--- src/rtl/kb_link_pkg.sv ---
// Shared constants and FSM state encodings for the keyboard link scheduler.
package kb_link_pkg;

  localparam logic [7:0] PS2_CMD_SET_LED = 8'hED;
  localparam logic [7:0] PS2_ACK         = 8'hFA;
  localparam logic [7:0] PS2_RESEND      = 8'hFE;

  typedef enum logic [1:0] {
    U_IDLE  = 2'd0,
    U_SEND  = 2'd1,
    U_GUARD = 2'd2,
    U_DRAIN = 2'd3
  } uart_state_e;

  typedef enum logic [2:0] {
    L_IDLE = 3'd0,
    L_CMD  = 3'd1,
    L_ACK1 = 3'd2,
    L_DATA = 3'd3,
    L_ACK2 = 3'd4
  } led_state_e;

endpackage

--- src/rtl/kb_byte_fifo.sv ---
// Byte-wide synchronous FIFO with a show-ahead head; push on full is ignored
// unless a pop frees a slot in the same cycle.
module kb_byte_fifo #(
  parameter int DEPTH = 8
) (
  input  logic                     i_clk,
  input  logic                     i_rst_n,
  input  logic                     i_push,
  input  logic [7:0]               i_din,
  input  logic                     i_pop,
  output logic [7:0]               o_head,
  output logic [$clog2(DEPTH):0]   o_count,
  output logic                     o_full,
  output logic                     o_empty
);

  localparam int AW = $clog2(DEPTH);

  logic [7:0]    mem_q [DEPTH];
  logic [AW-1:0] wr_ptr_q, wr_ptr_d;
  logic [AW-1:0] rd_ptr_q, rd_ptr_d;
  logic [AW:0]   count_q, count_d;
  logic          do_push, do_pop;

  assign o_empty = (count_q == '0);
  assign o_full  = (count_q == (AW+1)'(DEPTH));
  assign do_pop  = i_pop && !o_empty;
  assign do_push = i_push && (!o_full || do_pop);

  always_comb begin
    wr_ptr_d = wr_ptr_q;
    rd_ptr_d = rd_ptr_q;
    count_d  = count_q;
    if (do_push) wr_ptr_d = wr_ptr_q + AW'(1);
    if (do_pop)  rd_ptr_d = rd_ptr_q + AW'(1);
    if (do_push && !do_pop)      count_d = count_q + (AW+1)'(1);
    else if (do_pop && !do_push) count_d = count_q - (AW+1)'(1);
  end

  always_ff @(posedge i_clk or negedge i_rst_n) begin
    if (!i_rst_n) begin
      wr_ptr_q <= '0;
      rd_ptr_q <= '0;
      count_q  <= '0;
    end else begin
      wr_ptr_q <= wr_ptr_d;
      rd_ptr_q <= rd_ptr_d;
      count_q  <= count_d;
    end
  end

  // Storage needs no reset: count gates every read.
  always_ff @(posedge i_clk) begin
    if (do_push) mem_q[wr_ptr_q] <= i_din;
  end

  assign o_head  = mem_q[rd_ptr_q];
  assign o_count = count_q;

endmodule

--- src/rtl/kb_link_scheduler.sv ---
// Keyboard link scheduler: meters keycodes from a FIFO into the UART and runs
// the PS/2 Set-LED exchange (ED, ACK, LED byte, ACK) with resend/timeout/retry.
module kb_link_scheduler
  import kb_link_pkg::*;
#(
  parameter int FIFO_DEPTH  = 8,
  parameter int TIMEOUT_CYC = 2_000_000,
  parameter int MAX_RETRY   = 3
) (
  input  logic                        i_clk,
  input  logic                        i_rst_n,
  input  logic                        i_kc_valid,
  input  logic [7:0]                  i_kc,
  output logic                        o_uart_send,
  output logic [7:0]                  o_uart_byte,
  input  logic                        i_uart_busy,
  input  logic [2:0]                  i_led_status,
  output logic                        o_host_cmd_valid,
  output logic [7:0]                  o_host_cmd,
  input  logic                        i_host_cmd_done,
  output logic [$clog2(FIFO_DEPTH):0] o_fifo_count,
  output logic                        o_fifo_overflow,
  output logic                        o_led_err,
  output logic [1:0]                  o_dbg_uart_state,
  output logic [2:0]                  o_dbg_led_state
);

  localparam int TW = (TIMEOUT_CYC > 1) ? $clog2(TIMEOUT_CYC + 1) : 1;
  localparam int RW = $clog2(MAX_RETRY + 1) > 0 ? $clog2(MAX_RETRY + 1) : 1;
  localparam logic [TW-1:0] TIMER_LAST = TW'(TIMEOUT_CYC - 1);
  localparam logic [RW-1:0] RETRY_MAX  = RW'(MAX_RETRY);

  uart_state_e uart_q, uart_d;
  led_state_e  led_q, led_d;

  logic [7:0]    byte_q, byte_d;
  logic          overflow_q, overflow_d;
  logic [2:0]    shadow_q, shadow_d;
  logic [2:0]    pending_q, pending_d;
  logic [RW-1:0] retry_q, retry_d;
  logic [TW-1:0] timer_q, timer_d;
  logic          led_err_q, led_err_d;

  logic       fifo_push, fifo_pop, fifo_full, fifo_empty;
  logic [7:0] fifo_head;
  logic       in_ack, kc_is_ack, kc_is_resend, kc_to_fifo, u_ready, bypass;

  // ACK/RESEND bytes are swallowed only while awaiting a keyboard reply.
  assign in_ack       = (led_q == L_ACK1) || (led_q == L_ACK2);
  assign kc_is_ack    = i_kc_valid && (i_kc == PS2_ACK);
  assign kc_is_resend = i_kc_valid && (i_kc == PS2_RESEND);
  assign kc_to_fifo   = i_kc_valid && !(in_ack && (kc_is_ack || kc_is_resend));

  // An idle link forwards a fresh byte straight to the UART so the send pulse
  // follows the keycode pulse by one cycle.
  assign u_ready   = (uart_q == U_IDLE) && !i_uart_busy;
  assign fifo_pop  = u_ready && !fifo_empty;
  assign bypass    = u_ready && fifo_empty && kc_to_fifo;
  assign fifo_push = kc_to_fifo && !bypass;

  kb_byte_fifo #(.DEPTH(FIFO_DEPTH)) u_fifo (
    .i_clk   (i_clk),
    .i_rst_n (i_rst_n),
    .i_push  (fifo_push),
    .i_din   (i_kc),
    .i_pop   (fifo_pop),
    .o_head  (fifo_head),
    .o_count (o_fifo_count),
    .o_full  (fifo_full),
    .o_empty (fifo_empty)
  );

  always_ff @(posedge i_clk or negedge i_rst_n) begin
    if (!i_rst_n) begin
      uart_q     <= U_IDLE;
      led_q      <= L_IDLE;
      byte_q     <= '0;
      overflow_q <= 1'b0;
      shadow_q   <= '0;
      pending_q  <= '0;
      retry_q    <= '0;
      timer_q    <= '0;
      led_err_q  <= 1'b0;
    end else begin
      uart_q     <= uart_d;
      led_q      <= led_d;
      byte_q     <= byte_d;
      overflow_q <= overflow_d;
      shadow_q   <= shadow_d;
      pending_q  <= pending_d;
      retry_q    <= retry_d;
      timer_q    <= timer_d;
      led_err_q  <= led_err_d;
    end
  end

  always_comb begin
    uart_d     = uart_q;
    byte_d     = byte_q;
    overflow_d = overflow_q || (fifo_push && fifo_full && !fifo_pop);
    unique case (uart_q)
      U_IDLE: begin
        if (fifo_pop) begin
          byte_d = fifo_head;
          uart_d = U_SEND;
        end else if (bypass) begin
          byte_d = i_kc;
          uart_d = U_SEND;
        end
      end
      U_SEND:  uart_d = U_GUARD;
      U_GUARD: uart_d = U_DRAIN;
      U_DRAIN: if (!i_uart_busy) uart_d = U_IDLE;
      default: uart_d = U_IDLE;
    endcase
  end

  always_comb begin
    led_d     = led_q;
    shadow_d  = shadow_q;
    pending_d = pending_q;
    retry_d   = retry_q;
    timer_d   = timer_q;
    led_err_d = led_err_q;
    unique case (led_q)
      L_IDLE: begin
        if (i_led_status != shadow_q) begin
          pending_d = i_led_status;
          retry_d   = '0;
          led_d     = L_CMD;
        end
      end
      L_CMD: begin
        if (i_host_cmd_done) begin
          timer_d = '0;
          led_d   = L_ACK1;
        end
      end
      L_DATA: begin
        if (i_host_cmd_done) begin
          timer_d = '0;
          led_d   = L_ACK2;
        end
      end
      L_ACK1, L_ACK2: begin
        if (kc_is_ack) begin
          if (led_q == L_ACK1) begin
            led_d = L_DATA;
          end else begin
            shadow_d = pending_q;
            led_d    = L_IDLE;
          end
        end else if (kc_is_resend) begin
          if (led_q == L_ACK1) led_d = L_CMD;
          else                 led_d = L_DATA;
        end else if (timer_q == TIMER_LAST) begin
          // Giving up adopts the pending value so a dead keyboard cannot loop us.
          if (retry_q == RETRY_MAX) begin
            led_err_d = 1'b1;
            shadow_d  = pending_q;
            led_d     = L_IDLE;
          end else begin
            retry_d = retry_q + RW'(1);
            led_d   = L_CMD;
          end
        end else begin
          timer_d = timer_q + TW'(1);
        end
      end
      default: led_d = L_IDLE;
    endcase
  end

  // Handshakes: o_uart_send is a one-cycle strobe with o_uart_byte held until
  // the UART drops busy; o_host_cmd_valid/o_host_cmd stay asserted until the
  // one-cycle i_host_cmd_done strobe is sampled.
  always_comb begin
    o_uart_send      = (uart_q == U_SEND);
    o_uart_byte      = byte_q;
    o_host_cmd_valid = (led_q == L_CMD) || (led_q == L_DATA);
    o_host_cmd       = 8'h00;
    if (led_q == L_CMD)  o_host_cmd = PS2_CMD_SET_LED;
    if (led_q == L_DATA) o_host_cmd = {5'b0, pending_q};
  end

  assign o_fifo_overflow  = overflow_q;
  assign o_led_err        = led_err_q;
  assign o_dbg_uart_state = uart_q;
  assign o_dbg_led_state  = led_q;

endmodule

--- config.mk ---
export PLATFORM = sky130hd
export DESIGN_NAME = kb_link_scheduler
export DESIGN_NICKNAME = d
export VERILOG_FILES = /design/src/rtl/kb_link_pkg.sv /design/src/rtl/kb_byte_fifo.sv /design/src/rtl/kb_link_scheduler.sv
export SDC_FILE = /design/constraint.sdc
export NUM_CORES = 1
export LEC_CHECK = 0
export CORE_MARGIN = 3
export CORE_UTILIZATION = 44
export DETAILED_ROUTE_END_ITERATION = 6
export PLACE_DENSITY = 0.64
export RECOVER_POWER = 25
export SKIP_CTS_REPAIR_TIMING = 1
export SLEW_MARGIN = 20
export SYNTH_ARGS = -nofsm -noshare
export SYNTH_HDL_FRONTEND = slang
export SYNTH_SLANG_ARGS = --single-unit
--- constraint.sdc ---
create_clock -name i_clk -period 6 [get_ports i_clk]
set_input_delay 1.2 -clock i_clk [delete_from_list [all_inputs] [get_ports i_clk]]
set_output_delay 1.2 -clock i_clk [all_outputs]
set_load 0.005 [all_outputs]
==> reports/metrics.cfg <==
[setup_path]
start_kind = input pin
path_cells = dlygate4sd3_1 -> and3_1 -> nand2_1 -> o21ai_1 -> nor2_1 -> ha_1 -> inv_1 -> ha_1 -> a21o_1 -> a21oi_1 -> xnor2_1 -> nor2_1 -> xor2_1
cpPeakStageDelay_ns = 0.74
path_max_fanout = 10
r2r-end = u_fifo.o_count[3]$_DFFE_PN0P_
reg2regPathDepth = 12
reg2reg_slack_ns = 2.67
worst-path-buf-inv = 2
critPathTopFamily = buffers and inverters
crit_path_end_kind = flip-flop
crit_type = in2reg
slowest_stage = dlygate4sd3_1
reg2reg_from = o_dbg_led_state[1]$_DFFE_PN0P_
cp_data_required_time_ns = 6.30
arrival_ns = 4.10

[flow_run]
maxCapViolations = 1

[synthesis]
synthCells = 416
ys_seq_area_frac = 0.593
syn_nets = 445
synth_edf_count = 64
synth_cell_types = 54
yosys_register_bits = 118
yosysWarnings = 0
synthFlopType = edfxtp_1
synth_area_um2 = 5520
syn_avg_cell_area_um2 = 13.3
async_reset_ff_frac = 0.458

[floorplan]
coreArea_um2 = 12100
ios = 45
die_y_um = 118
die_w_um = 118
die-area_um2 = 13900
fp-row-count = 40
initial_core_util = 0.455

[placed_design]
pre_cts_ws_ns = 1.81
place_hpwl_um = 7330
io_buffers = 43
routabilityCongestion = 0.811

[drt]
viasPerCell = 5.54
drc = 0
ant_nets = 0
wl_um = 11400
vias = 3560
first_pass_iters = 6
wire_per_inst_um = 17.7
drt-initial-drc-count = 248

[timing]
setup_viol = 0
setup_slack_ns = 2.20
fmax_mhz = 263
tightestPinTransition_ns = 3.12
relSlewSlack = -1.08
finClkSkew_ns = 0.0127
rsz0062_at_grt = false
holdWs_ns = 0.475
report.final.slew_viol_count = 55
finalCriticalPeriod_ns = 3.80
fin_crit_sh = 0.633
fin_tns_setup_ns = 0
hold_viol_final = 0

[global_routing]
grt.busiest_layer = met2
grt_pass1_vias = 3588
grt_antenna_before_repair = 0
grt_pass1_wl_um = 18900
grt_use_met1 = 0.218
grt_max_degree = 55
use_met3 = 0.0591
gr-total-overflow = 0
grt_usage = 0.176
met2_usage = 0.290

[min_path]
hp-start = o_fifo_overflow$_DFF_PN0_
hold-path-cell-count = 1
hold_path.class = reg2reg
hold_path_end = o_fifo_overflow$_DFF_PN0_

[clock_network]
cts_made_buffers = 17
clock_latency_ns = 0.42
clockBufferDepth = 2
cts_root_buf = clkbuf_16
clk_pin_slew_ns = 0.06
clock-sinks = 118
cts_tree = yes
cts_max_level = 4

[pwr]
max-vdd-ir-drop_v = 0.000330
leakagePower_nw = 2.46
power_density_nw_per_um2 = 476

[status]
violations = capacitance limit, slew limit
status = finished, violations left

[finish]
num_antenna_cells = 0
layout.nets = 491
drive_gt1_frac = 0.128
syn_to_final_growth_pct = 20.6

final cells by class:
cell class,count,area [um2]
fillers,1021,5460
well taps,168,210
clock buffers,23,448
multi-input cells,271,2120
repair buffers,46,444
inverters,8,30.0
flip-flops and latches,118,3270
clock inverters,9,129
through the flow:
stage | std cells | utilization | instance area (um2) | total power [mW]
after floorplan | 416 | - | 5520 | 1.84
after global placement | 611 | 0.502 | 6080 | 2.17
after detailed placement | 611 | 0.502 | 6080 | 2.20
after CTS | 643 | 0.549 | 6650 | 3.21
after global routing | 643 | 0.549 | 6650 | 3.36
final | 643 | 0.549 | 6650 | 3.17
cell usage after synthesis (all sizes together), types with 3 or more instances:
| library cell | count | area share |
|---|---|---|
| a21o | 3 | 0.0041 |
| nand4 | 5 | 0.0057 |
| inv | 8 | 0.0054 |
| nor2 | 26 | 0.018 |
| nand3 | 16 | 0.015 |
| buf | 14 | 0.016 |
| o211ai | 3 | 0.0050 |
| nor4b | 3 | 0.0059 |
| xor2 | 7 | 0.011 |
| clkbuf | 5 | 0.0034 |
| and2 | 4 | 0.0045 |
| and3 | 3 | 0.0034 |
| edfxtp | 64 | 0.35 |
| mux2 | 8 | 0.016 |
| a21oi | 16 | 0.015 |
| or3 | 6 | 0.0068 |
| mux2i | 27 | 0.049 |
| and4 | 5 | 0.0079 |
| nor3 | 7 | 0.0064 |
| nand2b | 8 | 0.0091 |
| o31ai | 6 | 0.0082 |
| ha | 12 | 0.027 |
| o21ai | 26 | 0.026 |
| xnor2 | 9 | 0.014 |
| mux4 | 16 | 0.065 |
| or2 | 3 | 0.0034 |
| nand2 | 26 | 0.018 |
| dfrtp | 54 | 0.25 |
power breakdown:
part           total, mW  internal, mW  switching [mW]
registers           1.21          1.03           0.175
clock network      0.998         0.651           0.347
logic              0.961         0.517           0.445
registers in the layout, summed over array words and instances (netlist names), 4 cells and up:
name,flops
u_fifo.mem_q,64
timer_q,21
o_uart_byte,8
u_fifo.o_count,4
per-layer routing:
layer  part of all wire  up-vias
met5                  0        -
met4              0.012        0
met3              0.042       12
met2               0.50       81
met1               0.45     1803
li1                   -     1664
worst reg2reg max path: stages, from the launching register on:
cell	delay, ns
dfrtp_1	0.65
xor2_1	0.15
nand2b_1	0.45
o21ai_1	0.28
nor2_1	0.36
ha_1	0.27
inv_1	0.09
ha_1	0.28
a21o_1	0.16
a21oi_1	0.18
xnor2_1	0.14
nor2_1	0.07
xor2_1	0.14
worst max path at each step:
stage / endpoint / from / depth (start not counted) / slack [ns]
floorplan: u_fifo.o_count[3]$_DFFE_PN0P_ / i_kc[0] / 12 / 2.85
global placement: u_fifo.o_count[3]$_DFFE_PN0P_ / i_uart_busy / 12 / 1.92
detailed placement: u_fifo.o_count[3]$_DFFE_PN0P_ / i_uart_busy / 12 / 1.81
CTS: u_fifo.o_count[3]$_DFFE_PN0P_ / i_uart_busy / 12 / 2.24
global route: pending_q[0]$_DFFE_PN0P_ / i_rst_n / 2 / 1.70
finish: u_fifo.o_count[3]$_DFFE_PN0P_ / i_kc[5] / 13 / 2.20
placed cells by master (no fill, tap or decap), drive strengths merged, types with 7 or more instances in the layout:
cell,synthesis,routed
mux2i,27,27
nor2,26,26
xor2,7,7
nand3,16,16
nand2b,8,8
dfrtp,54,54
mux2,8,8
mux4,16,16
inv,8,9
clkbuf,5,24
a21oi,16,16
edfxtp,64,64
nor3,7,7
o21ai,26,26
xnor2,9,9
clkdlybuf4s50,0,40
nand2,26,26
ha,12,12
logic make-up after synthesis:
logic type               Yosys count  synth area share
AO/OA/AOI/OAI                     68            0.0769
XOR/XNOR                          16            0.0254
adder cells (fa/ha/maj)           14            0.0327
buffers and inverters             27            0.0247
flip-flops                       118             0.593
multiplexers                      51             0.131
other                              1          0.000680
AND/OR/NAND/NOR                  121             0.115
Note: power is estimated with default switching activity, not from simulation.
